**config.mk**
```make
export PLATFORM = sky130hd
export DESIGN_NAME = reg_file
export DESIGN_NICKNAME = d
export VERILOG_FILES = /design/src/rtl/reg_file.sv
export SDC_FILE = /design/constraint.sdc
export NUM_CORES = 2
export LEC_CHECK = 0
export CAP_MARGIN = 25
export CORE_ASPECT_RATIO = 1.75
export CORE_MARGIN = 1
export CORE_UTILIZATION = 63
export DETAILED_ROUTE_END_ITERATION = 12
export PLACE_DENSITY = 0.81
export SLEW_MARGIN = 10
export SYNTH_ARGS = -nofsm -noshare
export SYNTH_HDL_FRONTEND = slang
export SYNTH_SLANG_ARGS = --single-unit
export TNS_END_PERCENT = 20
```
**constraint.sdc**
```tcl
create_clock -name clk_i -period 3.2 [get_ports clk_i]
set_input_delay 0.64 -clock clk_i [delete_from_list [all_inputs] [get_ports clk_i]]
set_output_delay 0.64 -clock clk_i [all_outputs]
set_load 0.01 [all_outputs]
```
**src/rtl/reg_file.sv**
```systemverilog
// General-purpose register file: two asynchronous read ports, one synchronous write port, r0 hard-wired to zero.
// Optional same-cycle write-to-read forwarding is enabled by defining REG_BYPASS_EN.
module reg_file #(
    parameter int DATA_W  = 32,
    parameter int ADDR_W  = 5,
    parameter int SP_IDX  = 29,
    parameter int SP_INIT = 128
) (
    input  logic              clk_i,
    input  logic              rst_i,
    input  logic [ADDR_W-1:0] rs_addr_i,
    input  logic [ADDR_W-1:0] rt_addr_i,
    input  logic [ADDR_W-1:0] rd_addr_i,
    input  logic [DATA_W-1:0] rd_data_i,
    input  logic              reg_write_i,
    output logic [DATA_W-1:0] rs_data_o,
    output logic [DATA_W-1:0] rt_data_o
);

    localparam int                DEPTH     = 2 ** ADDR_W;
    localparam logic [ADDR_W-1:0] ZERO_ADDR = {ADDR_W{1'b0}};
    localparam logic [DATA_W-1:0] ZERO_DATA = {DATA_W{1'b0}};

    logic [DATA_W-1:0] regs_r [DEPTH];
    logic [DATA_W-1:0] rs_data_s;
    logic [DATA_W-1:0] rt_data_s;
    logic              wr_en_s;
    logic              rs_fwd_s;
    logic              rt_fwd_s;

    assign wr_en_s = reg_write_i && (rd_addr_i != ZERO_ADDR);

`ifdef REG_BYPASS_EN
    // Forwarding is suppressed during reset so the reset image stays visible.
    assign rs_fwd_s = rst_i && wr_en_s && (rd_addr_i == rs_addr_i);
    assign rt_fwd_s = rst_i && wr_en_s && (rd_addr_i == rt_addr_i);
`else
    assign rs_fwd_s = 1'b0;
    assign rt_fwd_s = 1'b0;
`endif

    // Register storage: async reset image, then enabled writes; entry 0 is never written
    always_ff @(posedge clk_i or negedge rst_i) begin
        if (!rst_i) begin
            for (int i = 0; i < DEPTH; i++) begin
                if (i == SP_IDX) begin
                    regs_r[i] <= DATA_W'(SP_INIT);
                end else begin
                    regs_r[i] <= ZERO_DATA;
                end
            end
        end else if (wr_en_s) begin
            regs_r[rd_addr_i] <= rd_data_i;
        end
    end

    // Read port A: zero register, optional forward, else stored value
    always_comb begin
        rs_data_s = ZERO_DATA;
        if (rs_addr_i == ZERO_ADDR) begin
            rs_data_s = ZERO_DATA;
        end else if (rs_fwd_s) begin
            rs_data_s = rd_data_i;
        end else begin
            rs_data_s = regs_r[rs_addr_i];
        end
    end

    // Read port B: zero register, optional forward, else stored value
    always_comb begin
        rt_data_s = ZERO_DATA;
        if (rt_addr_i == ZERO_ADDR) begin
            rt_data_s = ZERO_DATA;
        end else if (rt_fwd_s) begin
            rt_data_s = rd_data_i;
        end else begin
            rt_data_s = regs_r[rt_addr_i];
        end
    end

    assign rs_data_o = rs_data_s;
    assign rt_data_o = rt_data_s;

endmodule

```
==> impl_metrics.tcl <==
set metrics [dict create \
    ys_warn_count 0 \
    startpoint_type "primary input" \
    rsz0062_at_grt "true" \
    ir_worst_vdd_uv 584 \
    drcViolationCount 0 \
    min-delay-start "regs_r[1011]" \
    pwr-share-comb 0.227 \
    firstDrtPassIters 5 \
    die_h_microns 391 \
    worst_slew_pin_slew_ns 1.09 \
    whs_path_depth 0 \
    die_area_sq_um 87500 \
    synth_nets 3671 \
    cts_tree "built" \
    yosysTopAreaCell "dfrtp_1" \
    gp_congestion 0.920 \
    synth_top_area_share 0.471 \
    grt_use_met1 0.522 \
    drtIter0Drc 4686 \
    hold_ws_ns 0.395 \
    ff2ff_path_depth 2 \
    synthTopCellsByArea "dfrtp_1 (47%), mux2_2 (22%), mux4_2 (19%), mux2i_1 (2.4%), buf_2 (1.6%)" \
    largest-register "regs_r" \
    rows 142 \
    antenna_found_initial 9 \
    regArea_sq_um 25600 \
    power_mw 38.4 \
    seqPwrFrac 0.455 \
    largest_reg_flops 1024 \
    grt_start_max_net_pins 124 \
    fin_crit_sh 1.10 \
    wl_microns 188000 \
    ys_seq_area_frac 0.471 \
    insertion_delay_ns 0.71 \
    crit_path_max_fanout 13 \
    clock_path_buffers 3 \
    grtUsageMet3 0.128 \
    clkTransAtPathRegs_ns 0.07 \
    place_hpwl_microns 116000 \
    fillCellCount 4731 \
    fin_crit_ns 3.53 \
    p_switching_mw 10.8 \
    multi_input_area_sq_um 27600 \
    ys.flop_type "dfrtp_1" \
    crit_top_cell "buf_4" \
    grt_pass1_vias 41900 \
    wl_per_cell_microns 36.5 \
    final_nets 3973 \
    critPathMaxStageDelay_ns 0.67 \
    p_clk_frac 0.319 \
    clock-sinks 1024 \
    reg2reg_slack_ns 2.29 \
    synthCells 3621 \
    vias_per_cell 7.58 \
    gr-max-usage-layer "met2" \
    hold_viol 0 \
    slowest_stage "clkdlybuf4s50_1" \
    max_freq_mhz 284 \
    netSwitchingFraction 0.281 \
    h-tree-depth 3 \
    numCtsBuffers 94 \
    synth-async-reset-ratio 1.00 \
    p_leak_nw 28.4 \
    grtUsageMet2 0.655 \
    reg_top3 "regs_r x1024" \
    drive_gt1_frac 0.591 \
    fin_skew_ns 0 \
    maxSlewViolCount 0 \
    hp-class "reg2reg" \
    die_x_microns 224 \
    io_buffers 113 \
    synth_area_sq_um 54400 \
    criticalPathCategory "in2out" \
    critPathRequiredTime_ns 2.56 \
    io_pins 114 \
    crit_path_end_kind "output port" \
    cp_cell_sequence "buf_2 > buf_4 > buf_4 > buf_4 > o2111ai_1 > a311oi_1 > clkdlybuf4s50_1" \
    cp.arrival_ns 2.89 \
    status "finished, violations left" \
    synth_cell_type_count 34 \
    grt_util_all_layers 0.439 \
    synth_commonest_cells "mux2_2 (1,046), dfrtp_1 (1,023), mux4_2 (448)" \
    worst_r2r_endpoint "regs_r[861]" \
    hold_end "regs_r[1011]" \
    reg2reg_from "regs_r[861]" \
    slew_headroom 0.273 \
    setup_viol 33 \
    synth_area_per_cell_sq_um 15.0 \
    core_sq_um 85500 \
    cellPowerDensity_nw_per_um2 590 \
    grt_pass1_wl_microns 275000 \
    root_buffer "clkbuf_16" \
    syn_to_final_growth_pct 19.5 \
    vias 39100 \
    grt_remaining_overflow 0 \
    violations "setup timing" \
    drtAntennaViolNets 0 \
    p_int_mw 27.6 \
    synth-edff-count 0 \
    cap_violations 0 \
    worst_slack_ns -0.326 \
    synth.most_common_cell "mux2_2" \
    ys_seq_elements 1024 \
    start_util 0.636 \
]
## layout make-up
| class | instances | share of cell area |
|---|---|---|
| diodes | 4 | 0.000154 |
| flip-flops and latches | 1024 | 0.394 |
| well taps | 1152 | 0.0222 |
| inverters | 2 | 0.000154 |
| clock buffers | 146 | 0.0451 |
| clock inverters | 28 | 0.00608 |
| multi-input cells | 2162 | 0.425 |
| repair buffers | 639 | 0.107 |
## stage by stage
step	instances	area [sq um]	util	TNS, ns	worst slack (ns)
6_report	5157	65000	0.760	-3.39	-0.326
3_3_place_gp	4914	59900	0.701	-26.45	-0.624
5_1_grt	5154	65000	0.760	-4.12	-0.279
3_5_place_dp	4914	59900	0.701	-26.31	-0.696
4_1_cts	5139	64500	0.754	-6.18	-0.225
2_1_floorplan	3621	54400	-	0	0.457
## how the worst max path moves through the flow
stage / cells after the start / from / endpoint / slack [ns]
final: 7 / rt_addr_i[3] / rt_data_o[10] / -0.33
after global routing: 9 / rt_addr_i[2] / rt_data_o[22] / -0.28
after CTS: 6 / regs_r[312] / rs_data_o[24] / -0.23
after detailed placement: 9 / rt_addr_i[0] / rt_data_o[20] / -0.70
after global placement: 8 / rs_addr_i[3] / rs_data_o[29] / -0.62
after floorplan: 7 / rt_addr_i[0] / rt_data_o[20] / 0.46
## layer usage
layer  vias up  wire, microns  part of all wire
met4        12          18600             0.099
met3      1134          21900              0.12
met2      3028          86800              0.46
li1      14700              -                 -
met1     20300          60600              0.32
met5         -             74           0.00039
## worst max-delay path: cells and delay by family
kind | cells | cell delay, ns
AO/OA/AOI/OAI | 2 | 0.74
buffers and inverters | 5 | 1.49
## cells in the final DEF, fill, tap and decap left out, drive strengths merged, types with 12 or more instances in the layout
cell type,Yosys,layout
o2111ai,17,17
clkbuf,220,152
nand2,47,47
dfrtp,1023,1023
a311oi,64,64
clkdlybuf4s50,0,44
a22oi,64,64
mux2i,128,128
dlygate4sd2,0,21
a221oi,47,47
nor2,19,19
dlymetal6s2s,0,12
buf,213,537
clkdlybuf4s15,0,13
mux2,1056,1056
nor2b,71,71
clkinv,0,18
o21ai,111,111
mux4,448,448
a211oi,64,64
## logic make-up after synthesis
family | share of synthesized area
compound gates | 0.0485
flops | 0.471
buf+inv | 0.0363
mux | 0.428
simple gates | 0.0160
## power by group through the flow
stage	Sequential [mW]	Combinational, mW	Clock (mW)
after floorplan	16.7	5.74	0
after global placement	17.1	7.79	0
after detailed placement	17.5	8.15	0
after CTS	17.3	8.46	12.2
after global routing	17.6	9.11	12.7
final	17.4	8.70	12.2
## timing repair
action                                  CTS  global route
setup buffers                            45             0
endpoints found under the setup margin   64            63
endpoints found under the hold margin    42             0
pin swaps                                20            11
gates resized for setup                 206           111
hold buffers                              1             0
gates cloned                              7             0
No activity file was read; power rests on OpenSTA's default activity.
